[src/rtl/keypad_scanner.sv]
// 4x4 matrix keypad scanner with sweep-level debounce.
// Drives one column low at a time, snapshots all 16 switches once per sweep and
// accepts a key only after DEBOUNCE_SCANS identical single-key sweeps. A release is
// accepted after DEBOUNCE_SCANS empty sweeps. Outputs are one-hot row/column, a
// 4-bit key code and one-cycle press/release strobes.
module keypad_scanner #(
  parameter int unsigned SCAN_DIV       = 20000,
  parameter int unsigned DEBOUNCE_SCANS = 4
) (
  input  logic       clk_i,
  input  logic       rst_n_i,
  input  logic [3:0] row_n_i,
  output logic [3:0] col_n_o,
  output logic [3:0] key_row_o,
  output logic [3:0] key_col_o,
  output logic [3:0] key_code_o,
  output logic       key_valid_o,
  output logic       key_press_o,
  output logic       key_release_o
);

  localparam int unsigned DivW = (SCAN_DIV > 1) ? $clog2(SCAN_DIV) : 1;
  localparam int unsigned CntW = $clog2(DEBOUNCE_SCANS + 1);
  localparam logic [DivW-1:0] DivLast = DivW'(SCAN_DIV - 1);
  localparam logic [CntW-1:0] CntDone = CntW'(DEBOUNCE_SCANS);

  typedef enum logic [1:0] {StIdle, StPressDb, StHeld, StReleaseDb} state_e;

  // Key index layout: idx = {col[1:0], row[1:0]}, i.e. snapshot bit 4c+r.
  function automatic logic [3:0] key_code(input logic [3:0] idx);
    logic [3:0] code;
    case ({idx[1:0], idx[3:2]})
      4'h0: code = 4'h1;
      4'h1: code = 4'h2;
      4'h2: code = 4'h3;
      4'h3: code = 4'hA;
      4'h4: code = 4'h4;
      4'h5: code = 4'h5;
      4'h6: code = 4'h6;
      4'h7: code = 4'hB;
      4'h8: code = 4'h7;
      4'h9: code = 4'h8;
      4'hA: code = 4'h9;
      4'hB: code = 4'hC;
      4'hC: code = 4'hE;
      4'hD: code = 4'h0;
      4'hE: code = 4'hF;
      default: code = 4'hD;
    endcase
    return code;
  endfunction

  logic [3:0]      row_meta_q, row_sync_q;
  logic            active_q;
  logic [DivW-1:0] div_q;
  logic [1:0]      col_q;
  logic [3:0]      col_n_q;
  logic [15:0]     snap_q;
  logic            col_last, eval;
  logic [3:0]      pressed_now;
  logic [15:0]     snap_full;
  logic [4:0]      key_cnt;
  logic [3:0]      key_idx;
  logic            is_none, is_single, has_cand;

  state_e          state_q;
  logic [3:0]      cand_q;
  logic [CntW-1:0] cnt_q;
  logic [3:0]      key_row_q, key_col_q, key_code_q;
  logic            valid_q, press_q, release_q;

  // Two-flop synchroniser for the asynchronous, pulled-up row lines.
  always_ff @(posedge clk_i or negedge rst_n_i) begin
    if (!rst_n_i) begin
      row_meta_q <= 4'hF;
      row_sync_q <= 4'hF;
    end else begin
      row_meta_q <= row_n_i;
      row_sync_q <= row_meta_q;
    end
  end

  assign col_last    = active_q && (div_q == DivLast);
  assign eval        = col_last && (col_q == 2'd3);
  assign pressed_now = ~row_sync_q;

  // Column scan; all columns stay released during reset, column 0 starts on the
  // first clock afterwards so it gets a full SCAN_DIV window.
  always_ff @(posedge clk_i or negedge rst_n_i) begin
    if (!rst_n_i) begin
      active_q <= 1'b0;
      div_q    <= '0;
      col_q    <= 2'd0;
      col_n_q  <= 4'hF;
    end else if (!active_q) begin
      active_q <= 1'b1;
      col_n_q  <= 4'b1110;
    end else if (col_last) begin
      div_q   <= '0;
      col_q   <= col_q + 2'd1;
      col_n_q <= ~(4'b0001 << (col_q + 2'd1));
    end else begin
      div_q <= div_q + 1'b1;
    end
  end

  // Capture the settled rows at the end of each column window.
  always_ff @(posedge clk_i or negedge rst_n_i) begin
    if (!rst_n_i) begin
      snap_q <= '0;
    end else if (col_last) begin
      snap_q[{col_q, 2'b00} +: 4] <= pressed_now;
    end
  end

  // Full sweep view on the evaluation cycle: column 3 comes straight from the sync.
  always_comb begin
    snap_full        = snap_q;
    snap_full[15:12] = pressed_now;
  end

  // Classify the sweep snapshot as none / single / multi.
  always_comb begin
    key_cnt = '0;
    key_idx = '0;
    for (int i = 0; i < 16; i++) begin
      if (snap_full[i]) begin
        key_cnt = key_cnt + 5'd1;
        key_idx = 4'(i);
      end
    end
  end

  assign is_none   = (key_cnt == 5'd0);
  assign is_single = (key_cnt == 5'd1);
  assign has_cand  = snap_full[cand_q];

  // Debounce FSM with registered outputs; advances only on sweep evaluation.
  always_ff @(posedge clk_i or negedge rst_n_i) begin
    if (!rst_n_i) begin
      state_q    <= StIdle;
      cand_q     <= '0;
      cnt_q      <= '0;
      key_row_q  <= '0;
      key_col_q  <= '0;
      key_code_q <= '0;
      valid_q    <= 1'b0;
      press_q    <= 1'b0;
      release_q  <= 1'b0;
    end else begin
      press_q   <= 1'b0;
      release_q <= 1'b0;
      if (eval) begin
        unique case (state_q)
          StIdle: begin
            if (is_single) begin
              state_q <= StPressDb;
              cand_q  <= key_idx;
              cnt_q   <= CntW'(1);
            end
          end
          StPressDb: begin
            if (!is_single) begin
              state_q <= StIdle;
            end else if (key_idx != cand_q) begin
              cand_q <= key_idx;
              cnt_q  <= CntW'(1);
            end else begin
              cnt_q <= cnt_q + 1'b1;
              if (cnt_q + 1'b1 == CntDone) begin
                state_q    <= StHeld;
                key_row_q  <= 4'b0001 << cand_q[1:0];
                key_col_q  <= 4'b0001 << cand_q[3:2];
                key_code_q <= key_code(cand_q);
                valid_q    <= 1'b1;
                press_q    <= 1'b1;
              end
            end
          end
          StHeld: begin
            // Any other key pattern keeps the held key; a new key needs a release first.
            if (is_none) begin
              state_q <= StReleaseDb;
              cnt_q   <= CntW'(1);
            end
          end
          StReleaseDb: begin
            if (is_none) begin
              cnt_q <= cnt_q + 1'b1;
              if (cnt_q + 1'b1 == CntDone) begin
                state_q   <= StIdle;
                valid_q   <= 1'b0;
                release_q <= 1'b1;
              end
            end else if (has_cand) begin
              state_q <= StHeld;
            end
          end
          default: state_q <= StIdle;
        endcase
      end
    end
  end

  assign col_n_o       = col_n_q;
  assign key_row_o     = key_row_q;
  assign key_col_o     = key_col_q;
  assign key_code_o    = key_code_q;
  assign key_valid_o   = valid_q;
  assign key_press_o   = press_q;
  assign key_release_o = release_q;

endmodule

[config.mk]
export PLATFORM = sky130hd
export DESIGN_NAME = keypad_scanner
export DESIGN_NICKNAME = d
export VERILOG_FILES = /design/src/rtl/keypad_scanner.sv
export SDC_FILE = /design/constraint.sdc
export NUM_CORES = 1
export LEC_CHECK = 0
export ABC_AREA = 1
export CORE_MARGIN = 1
export CORE_UTILIZATION = 50
export DETAILED_ROUTE_END_ITERATION = 10
export GPL_ROUTABILITY_DRIVEN = 0
export PLACE_DENSITY = 0.68
export SLEW_MARGIN = 20
export SYNTH_ARGS = -nofsm -noshare
export SYNTH_HDL_FRONTEND = slang
export SYNTH_SLANG_ARGS = --single-unit
[constraint.sdc]
create_clock -name clk_i -period 9.8 [get_ports clk_i]
set_clock_uncertainty 0.05 [all_clocks]
set_input_delay 2.45 -clock clk_i [delete_from_list [all_inputs] [get_ports clk_i]]
set_output_delay 2.45 -clock clk_i [all_outputs]
set_load 0.02 [all_outputs]
# Word level (Yosys, flattened, before mapping)
# Memory sizes are Yosys's and may differ from the RTL's. A register that Yosys moved wholly into a read port is not among the register bits.
# Index checks and enable logic that the tools add are counted.
[word_totals]
mem_count = 1
mem_bits_ro = 64
in_bits = 6
reg_bits = 66
[memory_table]
columns = ["memory", "depth", "word_bits", "read_ports", "rd_ports_with_merged_regs", "wr", "line_no", "rtl"]
rows = [
  ["(no name shown)", 16, 4, 1, 1, 0, "32", "case ({idx[1:0], idx[3:2]})"],
]
[classes]
eq_ne = 21
shift = 5
magnitude_cmp = 1
reduce_logical = 13
mux = 70
n_addsub = 19
n_bitwise = 3
[ops]
columns = ["operator", "count"]
rows = [
  ["$mux 5", 15],
  ["$mux 4", 18],
  ["$add 5x1->5 const B", 14],
  ["$mux 2", 9],
  ["$bwmux 16", 1],
  ["$mux 1", 16],
  ["$ne 2x2->1 const B", 8],
  ["$shift 4x6->16 const A", 1],
  ["$shiftx 4x6->16", 1],
  ["$add 15x1->15 const B", 1],
  ["$eq 15x15->1 const B", 1],
  ["$mux 15", 1],
  ["$mux 3", 5],
  ["$reduce_and 5->1", 3],
  ["$reduce_and 7->1", 2],
  ["$ne 3x3->1 const B", 4],
  ["$pmux 3 s4", 1],
  ["$shl 1x2->4 const A", 3],
  ["$not 4->4", 2],
  ["$pmux 2 s4", 1],
  ["$pmux 4 s2", 1],
  ["$eq 2x2->1 const B", 3],
  ["$neg 4->6", 1],
  ["$eq 5x1->1 const B", 1],
  ["other kinds (17)", 19],
]

# Depth between registers and ports, before layout
# Gate-level depths: netlist of the first run.
[depth]
word_depth = 35
ltp_mapped = 60
mapped_depth_nobuf = 60

# Least setup slack after synthesis of the first run
# Ideal clock, no wire load.
[synth_timing]
path_type = "flip-flop to flip-flop"
startpoint = "register snap_q[0]"
endpoint = "register cnt_q[0]"
stages_incl_launch_ff = 58
setup_ps = 119
arrival_time_ps = 8075
slack_ps = 1555
period_less_slack_ps = 8245
cell_sequence = "dfrtp_1 -> inv_1 -> ha_1 -> inv_1 -> nand2_2 -> nand2_1 -> inv_1 -> ha_1 -> nand2_1 -> nand2_1 -> ha_1 -> or2_1 -> nand2_1 -> inv_1 -> ha_1 -> nand2_1 -> nand2_1 -> ha_1 -> [22 not listed] -> ha_1 -> or2_2 -> nand2_1 -> inv_1 -> ha_1 -> nand2_1 -> nand2_1 -> ha_1 -> nand2_1 -> o21ai_0 -> nor2_1 -> nand4_1 -> nor2_4 -> nor2_1 -> nor2_4 -> nand2_2 -> nand2_1 -> o21ai_2"
[synth_between]
elab_chain_cells = 34
elab_cells_between_ends = 38
[synth_lines]
columns = ["item", "line_no", "rtl"]
rows = [
  ["start: declaration", "58", "logic [15:0] snap_q;"],
  ["start signal: indexed assignment", "112", "snap_q[{col_q, 2'b00} +: 4] <= pressed_now;"],
  ["$mux 1 (*)", "127", "if (snap_full[i]) begin"],
  ["$add 1x1->2", "128", "key_cnt = key_cnt + 5'd1;"],
  ["$mux 5 (*)", "127", ""],
  ["$add 5x1->5", "128", ""],
  ["$mux 5 (*)", "127", ""],
  ["$add 5x1->5", "128", ""],
  ["$mux 5 (*)", "127", ""],
  ["$add 5x1->5", "128", ""],
  ["[18 not listed]", "-", ""],
  ["$mux 5 (*)", "127", ""],
  ["$add 5x1->5", "128", ""],
  ["$mux 5 (*)", "127", ""],
  ["$add 5x1->5", "128", ""],
  ["$mux 5 (*)", "127", ""],
  ["$eq 5x1->1 or $logic_not 5->1 (tied branches)", "135, 134", ""],
  ["$ne 2x2->1 (no line)", "-", ""],
  ["$reduce_and 5->1 (no line) (*)", "-", ""],
  ["end signal: assignment", "159", "cnt_q <= CntW'(1);"],
  ["end signal: assignment", "167", "cnt_q <= CntW'(1);"],
  ["end signal: assignment", "169", "cnt_q <= cnt_q + 1'b1;"],
  ["end: declaration", "68", "logic [CntW-1:0] cnt_q;"],
]
# Mark *: on every way between the ends. The rest lies on a longest branch, timed or not.
# A chain may end at the register's enable or synchronous reset.

# Worst setup path after layout of the first run
[layout_timing]
startpoint = "register snap_q[0]"
endpoint = "register cnt_q[2]"
# The elaborated chain is that of the path after synthesis.

==> qor.yml, run 1 <==
outcome:
  outcome: "finished clean"
clock_tree:
  post_cts_buffers: 0
  cts_hold_buf: 0
  cts_tree: "built"
  clock-root-buffer: "clkbuf_8"
  cts.path.max_buffers: 2
  htreeDepth: 3
  cts-buffers-inserted: 9
  cts.repair.resized: 0
  clock_latency_ns: 0.36
  clock-sinks: 66
  path_clk_slew_ns: 0.08
routing:
  routedWlPerCell_um: 12.0
  viasPerCell: 5.11
  totalWireLength_um: 11000
  remaining_drc_errors: 0
  vias: 4686
  dr.pass1.iters: 5
  drt_iter0_drc: 210
  drt.antenna.violating_nets: 0
synth:
  synth_nets: 785
  ys_ff_latch: 66
  syn-cell-area_um2: 5100
  ys_seq_area_share_pct: 32.6
  synth_edf_count: 0
  synth.distinct_cells: 41
  async_flop_share_pct: 100
  yosys_warnings: 0
  dominantRegCellSynth: "dfrtp_1"
  avgSynthCellArea_um2: 6.82
  syn_inst: 749
power_and_ir_drop:
  ir_drop_v: 0.000110
  p_per_area_nw_per_um2: 106
  p_leak_nw: 3.17
  total_power_uw: 603
die:
  die-area_um2: 10600
  ios: 25
  row_count: 36
  die_x_um: 103
  initial_core_util_pct: 52.0
  fp.dieH_um: 103
  core_um2: 9820
cells_and_area:
  fin_nets: 815
  diodes: 0
  instances_no_fill: 917
  areaGrowthSynthToFinish_pct: 11.4
  drive_above_1_share_pct: 12.6
setup_path:
  crit_type: "register to register"
  required_ns: 10.00
  crit_top_cell: "nand2_1"
  worst_setup_path_start_kind: "register"
  critPathMaxFanout: 6
  cp_slowest_stage_delay_ns: 0.36
  slowest_stage: "dfrtp_1"
  arrival_ns: 9.14
  crit_path_end_kind: "register"
grt:
  grt-ovfl-total: 0
  grt_max_degree: 67
  grt_pass1_vias: 4590
  antenna_found_initial: 0
  track_usage_pct: 23.8
  grt_pass1_wl_um: 19900
placement:
  dp.cells: 901
  hpwl_um: 8600
  dp_slack_ns: 0.840
  numPortBuffers: 24
timing:
  setup_viol: 0
  rsz0062_at_grt: "no"
  finalHoldViolCount: 0
  slew_viol_final: 0
  hold_slack_ns: 0.293
  slew_headroom_pct: 47.0
  setup_ws_ns: 0.867
  fmax_mhz: 112
  tightest_slew_ns: 0.794
  period_needed_ns: 8.93
  fin_tns_setup_ns: 0
  period_share_pct: 91.2
job:
  max-cap-violations: 0
worst_hold_path:
  hp-class: "register to register"
## power by group
part / leakage [nW] / switching (mW) / total [mW] / internal (mW)
logic: 2.20 / 0.0395 / 0.0632 / 0.0238
registers: 0.866 / 0.0150 / 0.303 / 0.288
clock network: 0.104 / 0.112 / 0.237 / 0.126
## per-stage QoR
stage	area, µm²	utilization (%)
floorplan	5100	-
global placement	5480	55.8
detailed placement	5480	55.8
CTS	5680	57.9
global route	5690	57.9
finish	5690	57.9
## worst max-delay path, delay by kind of cell (launching register included)
| kind | cells | cell delay, ns |
|---|---|---|
| flip-flops | 1 | 0.36 |
| buffers and inverters | 7 | 0.42 |
| adder cells (fa/ha/maj) | 14 | 3.87 |
| AO/OA/AOI/OAI | 2 | 0.15 |
| AND/OR/NAND/NOR | 34 | 3.94 |
## cells in the final DEF, fill, tap and decap left out, types with 2 or more instances in the layout
cell type,n
a21oi_1,13
and2_1,2
clkbuf_8,10
clkdlybuf4s50_1,23
clkinv_4,2
dfrtp_1,54
dfstp_2,12
ha_1,30
inv_1,134
inv_2,6
mux2i_1,2
nand2_1,195
nand2_2,33
nand3_1,70
nand3_2,16
nand3b_1,4
nand4_1,10
nor2_1,61
nor2_2,2
nor2_4,2
nor3_1,9
nor4_1,5
o211ai_1,2
o21ai_0,29
o21ai_1,10
o21ai_2,3
o221ai_1,2
o22ai_1,11
o31ai_1,2
or2_2,5
xor2_1,8
## final cells by class
cell class / count / area (µm²)
clock buffer: 11 / 141
fill: 979 / 4130
clock inverter: 5 / 61.3
multi-input combinational: 537 / 2890
inverter: 140 / 526
timing repair buffer: 25 / 243
sequential: 66 / 1670
tap: 133 / 166
## synth_stat cells (2+ instances only)
cell type  count  share of area (%)
nand2_1      195                 14
inv_1        134                9.9
nand3_1       70                6.9
nor2_1        61                4.5
dfrtp_1       54                 26
nand2_2       34                4.2
ha_1          30                7.4
o21ai_0       29                2.8
nand3_2       16                3.1
a21oi_1       13                1.3
dfstp_2       12                6.2
o22ai_1       11                1.3
nand4_1       10                1.2
o21ai_1       10               0.98
nor3_1         9               0.88
xor2_1         8                1.4
inv_2          6               0.44
nor4_1         5               0.61
or2_2          5               0.61
nand3b_1       4               0.59
clkbuf_1       3               0.22
o21ai_2        3               0.51
and2_1         2               0.25
buf_2          2               0.20
mux2i_1        2               0.39
nor2_2         2               0.25
nor2_4         2               0.44
o211ai_1       2               0.29
o221ai_1       2               0.34
o31ai_1        2               0.29
## path summary, 6_finish.rpt
path	slack (ns)	from	endpoint	cells past startpoint
hold / removal	0.29	row_meta_q[0]	row_sync_q[0]	0
min in group asynchronous	2.21	rst_n_i	div_q[4]	2
hold reg to reg	0.29	row_meta_q[0]	row_sync_q[0]	0
setup / recovery	0.87	snap_q[0]	cnt_q[2]	57
max in group asynchronous	6.96	rst_n_i	key_valid_o	2
setup reg to reg	0.87	snap_q[0]	cnt_q[2]	57
## metal layers
layer,GRT usage [%],up-vias,wire length [µm]
li1,-,2438,-
met1,31.0,2136,5260
met2,39.8,92,5110
met3,3.05,20,383
met4,9.97,0,223
met5,0,-,0
## cell families (layout without fill, tap and decap cells)
logic type | count (synthesis) | in the layout | share of synthesized area, %
AND/OR/NAND/NOR | 419 | 419 | 38.6
buffers and inverters | 146 | 181 | 10.9
AO/OA/AOI/OAI | 76 | 76 | 8.51
flip-flops | 66 | 66 | 32.6
adder cells (fa/ha/maj) | 30 | 30 | 7.35
XOR/XNOR | 9 | 9 | 1.54
multiplexers | 2 | 2 | 0.392
other | 1 | 1 | 0.0735
## flip-flops by register name, indices dropped and copies added (netlist names)
name           cells
key_valid_o        1
col_n_o            4
cnt_q              3
key_code_o         4
active_q           1
row_meta_q         4
cand_q             4
col_q              2
key_press_o        1
key_col_o          4
div_q             15
key_row_o          4
state_q            2
row_sync_q         4
key_release_o      1
snap_q            12
Note: power is estimated with default switching activity, not from simulation.
==> inputs of run 2 (changes only) <==
--- a/config.mk
+++ b/config.mk
@@ -7,10 +7,9 @@
 export LEC_CHECK = 0
 export ABC_AREA = 1
 export CORE_MARGIN = 1
-export CORE_UTILIZATION = 50
+export CORE_UTILIZATION = 24
 export DETAILED_ROUTE_END_ITERATION = 10
 export GPL_ROUTABILITY_DRIVEN = 0
-export PLACE_DENSITY = 0.68
 export SLEW_MARGIN = 20
 export SYNTH_ARGS = -nofsm -noshare
 export SYNTH_HDL_FRONTEND = slang
==> run 2 against run 1 <==
Core utilization shrank 29 points. Total power is 28% higher. Largest power group is now clock. Non-clock buffer count stayed put. Combinational power fell by 1%. Clock power rose by 72%. Highest routed layer unchanged. Worst setup slack improved by 0.093 ns. Wire length rose by 4.6%. Register-to-register slack better by 0.09 ns. Final area is 6.0% higher. Global-route usage down 12 points.
==> qor.yml, run 2 (synthesized netlist as in run 1, its figures left out) <==
grt:
  antenna_found_initial: 0  # unchanged
  grt_max_degree: 67  # unchanged
  track_usage_pct: 11.3  # was 23.8%
  grt_pass1_vias: 4364  # was 4590
  grt-ovfl-total: 0  # unchanged
  grt_pass1_wl_um: 20000  # was 19900 µm
timing:
  finalHoldViolCount: 0  # unchanged
  period_needed_ns: 8.84  # was 8.93 ns
  setup_viol: 0  # unchanged
  slew_headroom_pct: 43.6  # was 47.0%
  fin_tns_setup_ns: 0  # unchanged
  fmax_mhz: 113  # was 112 MHz
  setup_ws_ns: 0.960  # was 0.867 ns
  period_share_pct: 90.2  # was 91.2%
  slew_viol_final: 0  # unchanged
  tightest_slew_ns: 0.845  # was 0.794 ns
  rsz0062_at_grt: "no"  # unchanged
setup_path:
  arrival_ns: 9.02  # was 9.14 ns
  required_ns: 9.98  # was 10.00 ns
  crit_path_end_kind: "register"  # unchanged
  crit_top_cell: "nand2_1"  # unchanged
  crit_type: "register to register"  # unchanged
  worst_setup_path_start_kind: "register"  # unchanged
  slowest_stage: "dfrtp_1"  # unchanged
  critPathMaxFanout: 20  # was 6
  cp_slowest_stage_delay_ns: 0.35  # was 0.36 ns
cells_and_area:
  final_common_cell: "nand2_1"  # unchanged
  largest_register: "div_q"  # unchanged
  mostFrequentLayoutCells: "nand2_1, inv_1, nand3_1, nor2_1, dfrtp_1"  # unchanged
  fillers: 2271  # was 979
  fin_nets: 815  # unchanged
  largest_reg_flops: 15  # unchanged
  drive_above_1_share_pct: 12.8  # was 12.6%
  largestRegisters: "div_q (15), snap_q (12)"  # unchanged
  diodes: 0  # unchanged
  areaGrowthSynthToFinish_pct: 18.1  # was 11.4%
  instances_no_fill: 1054  # was 917
  fin_util_pct: 29.3  # was 57.9%
power_and_ir_drop:
  p_per_area_nw_per_um2: 128  # was 106 nW/µm²
  p_leak_nw: 3.24  # was 3.17 nW
  total_power_uw: 773  # was 603 µW
  ir_drop_v: 0.0000972  # was 0.000110 V
die:
  ios: 25  # unchanged
  row_count: 52  # was 36
  die-area_um2: 21900  # was 10600 µm²
  fp.dieH_um: 148  # was 103 µm
  core_um2: 20600  # was 9820 µm²
  initial_core_util_pct: 24.8  # was 52.0%
  die_x_um: 148  # was 103 µm
clock_tree:
  cts-buffers-inserted: 9  # unchanged
  post_cts_buffers: 0  # unchanged
  cts_hold_buf: 0  # unchanged
  cts.repair.resized: 0  # unchanged
  clock_latency_ns: 0.34  # was 0.36 ns
  clock-root-buffer: "clkbuf_16"  # was clkbuf_8
  path_clk_slew_ns: 0.06  # was 0.08 ns
  htreeDepth: 3  # unchanged
  cts_tree: "built"  # unchanged
  cts.path.max_buffers: 2  # unchanged
  clock-sinks: 66  # unchanged
job:
  max-cap-violations: 0  # unchanged
worst_hold_path:
  hp-class: "register to register"  # unchanged
placement:
  dp.cells: 1038  # was 901
  hpwl_um: 9000  # was 8600 µm
  numPortBuffers: 24  # unchanged
  dp_slack_ns: 0.950  # was 0.840 ns
routing:
  drt_iter0_drc: 270  # was 210
  vias: 4611  # was 4686
  routedWlPerCell_um: 10.9  # was 12.0 µm
  totalWireLength_um: 11500  # was 11000 µm
  drt.antenna.violating_nets: 0  # unchanged
  viasPerCell: 4.37  # was 5.11
  dr.pass1.iters: 4  # was 5
  remaining_drc_errors: 0  # unchanged
outcome:
  outcome: "finished clean"  # unchanged
## run 2: final cells by class
cell class / instances / area (µm²) / share of cell area [%]
Sequential cell: 66 / 1670 / 27.6
Timing Repair Buffer: 25 / 243 / 4.03
Clock inverter: 6 / 138 / 2.28
Clock buffer: 10 / 239 / 3.96
Inverter: 140 / 526 / 8.72
Multi-Input combinational cell: 537 / 2880 / 47.8
Tap cell: 270 / 338 / 5.60
## run 2: layer usage
metal  GRT usage [%]  wire (µm)
met2            18.6       5300
met5               0          0
met3            2.22        342
met1            14.7       5680
met4            3.87        151
## run 2: worst max-delay path: cells and delay by family (launching register included)
kind,cells,cell delay [ns]
adders and majority gates,14,3.85
and+or+nand+nor,31,3.70
buffers and inverters,8,0.44
DFF,1,0.35
muxes,1,0.22
AOI/OAI and AO/OA,1,0.10
## run 2: final timing paths
check	startpoint	end	slack, ns	cells after the start
min	row_meta_q[2]	row_sync_q[2]	0.30	0
min in group asynchronous	rst_n_i	snap_q[7]	2.26	2
max	snap_q[0]	key_code_o[3]	0.96	55
min reg2reg	row_meta_q[2]	row_sync_q[2]	0.30	0
max in group asynchronous	rst_n_i	key_col_o[3]	6.91	2
max reg2reg	snap_q[0]	key_code_o[3]	0.96	55
## run 2: metrics by stage
stage	hold WS (ns)	cell area (µm²)
after floorplan	0.295	5100
after global placement	0.295	5650
after detailed placement	0.297	5650
after CTS	0.304	6030
after global routing	0.302	6030
final	0.301	6030
## run 2: power by group
| group | switching [mW] | total [mW] | internal [mW] |
|---|---|---|---|
| sequential | 0.0150 | 0.303 | 0.288 |
| clock | 0.125 | 0.407 | 0.282 |
| combinational | 0.0387 | 0.0624 | 0.0237 |
==> inputs of run 3 (changes only) <==
--- a/config.mk
+++ b/config.mk
@@ -10,7 +10,9 @@
 export CORE_UTILIZATION = 24
 export DETAILED_ROUTE_END_ITERATION = 10
 export GPL_ROUTABILITY_DRIVEN = 0
+export PLACE_DENSITY_LB_ADDON = 0.15
 export SLEW_MARGIN = 20
 export SYNTH_ARGS = -nofsm -noshare
 export SYNTH_HDL_FRONTEND = slang
 export SYNTH_SLANG_ARGS = --single-unit
+export TNS_END_PERCENT = 100
==> run 3 against run 2 <==
Final area shrank 0.91%. Core utilization shrank 0.27 points. Clock power fell by 14%. Largest cell class unchanged.
==> qor.yml, run 3 (synthesized netlist as in run 1, its figures left out) <==
grt:
  grt_pass1_vias: 4444  # was 4364
  grt-ovfl-total: 0  # unchanged
  antenna_found_initial: 0  # unchanged
  grt_max_degree: 67  # unchanged
  grt_pass1_wl_um: 21700  # was 20000 µm
  track_usage_pct: 12.5  # was 11.3%
routing:
  top_layer: "met4"  # unchanged
  dr.pass1.iters: 6  # was 4
  totalWireLength_um: 12600  # was 11500 µm
  met2_length_um: 5930  # was 5300 µm
  viasPerCell: 4.28  # was 4.37
  wl_met3_um: 323  # was 342 µm
  remaining_drc_errors: 0  # unchanged
  wl_met1_um: 6220  # was 5680 µm
  vias: 4507  # was 4611
  routedWlPerCell_um: 12.0  # was 10.9 µm
  drt.antenna.violating_nets: 0  # unchanged
  drt_iter0_drc: 205  # was 270
power_and_ir_drop:
  ir_drop_v: 0.0000791  # was 0.0000972 V
  p_leak_nw: 3.21  # was 3.24 nW
  total_power_uw: 717  # was 773 µW
  p_per_area_nw_per_um2: 120  # was 128 nW/µm²
cells_and_area:
  mostFrequentLayoutCells: "nand2_1, inv_1, nand3_1, nor2_1, dfrtp_1"  # unchanged
  fin_util_pct: 29.1  # was 29.3%
  multi_input_area_um2: 2880  # unchanged
  largest_register: "div_q"  # unchanged
  largestRegisters: "div_q (15), snap_q (12)"  # unchanged
  diodes: 0  # unchanged
  areaGrowthSynthToFinish_pct: 17.0  # was 18.1%
  largest_reg_flops: 15  # unchanged
  fillers: 2305  # was 2271
  drive_above_1_share_pct: 12.6  # was 12.8%
  instances_no_fill: 1054  # unchanged
  final_common_cell: "nand2_1"  # unchanged
  fin_nets: 815  # unchanged
  regArea_um2: 1670  # unchanged
clock_tree:
  clock_latency_ns: 0.34  # about the same
  cts.repair.resized: 0  # unchanged
  cts-buffers-inserted: 9  # unchanged
  cts.path.max_buffers: 2  # unchanged
  cts_tree: "built"  # unchanged
  clock-sinks: 66  # unchanged
  post_cts_buffers: 0  # unchanged
  cts_hold_buf: 0  # unchanged
  clock-root-buffer: "clkbuf_16"  # unchanged
  path_clk_slew_ns: 0.06  # about the same
  htreeDepth: 3  # unchanged
die:
  initial_core_util_pct: 24.8  # unchanged
  fp.dieH_um: 148  # unchanged
  core_um2: 20600  # unchanged
  row_count: 52  # unchanged
  die-area_um2: 21900  # unchanged
  ios: 25  # unchanged
  die_x_um: 148  # unchanged
timing:
  period_share_pct: 90.5  # was 90.2%
  fin_tns_setup_ns: 0  # unchanged
  slew_viol_final: 0  # unchanged
  fmax_mhz: 113  # about the same
  slew_headroom_pct: 42.5  # was 43.6%
  setup_viol: 0  # unchanged
  period_needed_ns: 8.87  # was 8.84 ns
  finalHoldViolCount: 0  # unchanged
  rsz0062_at_grt: "no"  # unchanged
  setup_ws_ns: 0.930  # was 0.960 ns
  tightest_slew_ns: 0.862  # was 0.845 ns
setup_path:
  worst_setup_path_start_kind: "register"  # unchanged
  required_ns: 9.98  # about the same
  crit_top_cell: "nand2_1"  # unchanged
  slowest_stage: "dfrtp_1"  # unchanged
  cp_slowest_stage_delay_ns: 0.37  # was 0.35 ns
  crit_path_end_kind: "register"  # unchanged
  crit_family: "adder cells"  # unchanged
  worst-path-buf-inv: 8  # unchanged
  arrival_ns: 9.04  # was 9.02 ns
  crit_type: "register to register"  # unchanged
  critPathMaxFanout: 20  # unchanged
placement:
  hpwl_um: 10100  # was 9000 µm
  numPortBuffers: 24  # unchanged
  dp.cells: 1038  # unchanged
  dp_slack_ns: 0.927  # was 0.950 ns
outcome:
  outcome: "finished clean"  # unchanged
worst_hold_path:
  hp-class: "register to register"  # unchanged
job:
  max-cap-violations: 0  # unchanged
-- run 3: layer usage --
| layer | track usage (%) | up-vias |
|---|---|---|
| met4 | 3.40 | 0 |
| met1 | 16.1 | 1995 |
| met3 | 2.59 | 17 |
| met5 | 0 | - |
| li1 | - | 2443 |
| met2 | 21.0 | 52 |
-- run 3: area by class of cell --
| cell class | count | share of cell area [%] |
|---|---|---|
| Multi-Input combinational cell | 537 | 48.2 |
| Clock buffer | 11 | 4.06 |
| Tap cell | 270 | 5.65 |
| Sequential cell | 66 | 27.9 |
| Clock inverter | 5 | 1.32 |
| Timing Repair Buffer | 25 | 4.06 |
| Inverter | 140 | 8.80 |
-- run 3: metrics by stage --
step	hold slack, ns	cell area, µm²
after floorplan	0.295	5100
after detailed placement	0.297	5650
after CTS	0.306	5970
after global routing	0.308	5970
final	0.302	5970
after global placement	0.296	5650
-- run 3: worst register-to-register path: cells and delay by family (launching register included) --
family / cells / cell delay (ns)
fa+ha+maj: 14 / 3.75
compound gates: 1 / 0.10
simple gates: 31 / 3.75
buf+inv: 8 / 0.52
mux: 1 / 0.24
flops: 1 / 0.37
-- run 3: final timing paths --
path | from | to | slack (ns) | depth (start not counted)
max | snap_q[1] | key_code_o[3] | 0.93 | 55
min | row_meta_q[2] | row_sync_q[2] | 0.30 | 0
max reg2reg | snap_q[1] | key_code_o[3] | 0.93 | 55
min reg2reg | row_meta_q[2] | row_sync_q[2] | 0.30 | 0
max in group asynchronous | rst_n_i | snap_q[7] | 6.88 | 2
min in group asynchronous | rst_n_i | key_row_o[3] | 2.27 | 2
-- run 3: power by group --
part / internal (mW) / switching (mW)
registers: 0.288 / 0.0148
clock network: 0.229 / 0.121
logic: 0.0238 / 0.0399
total: 0.541 / 0.176
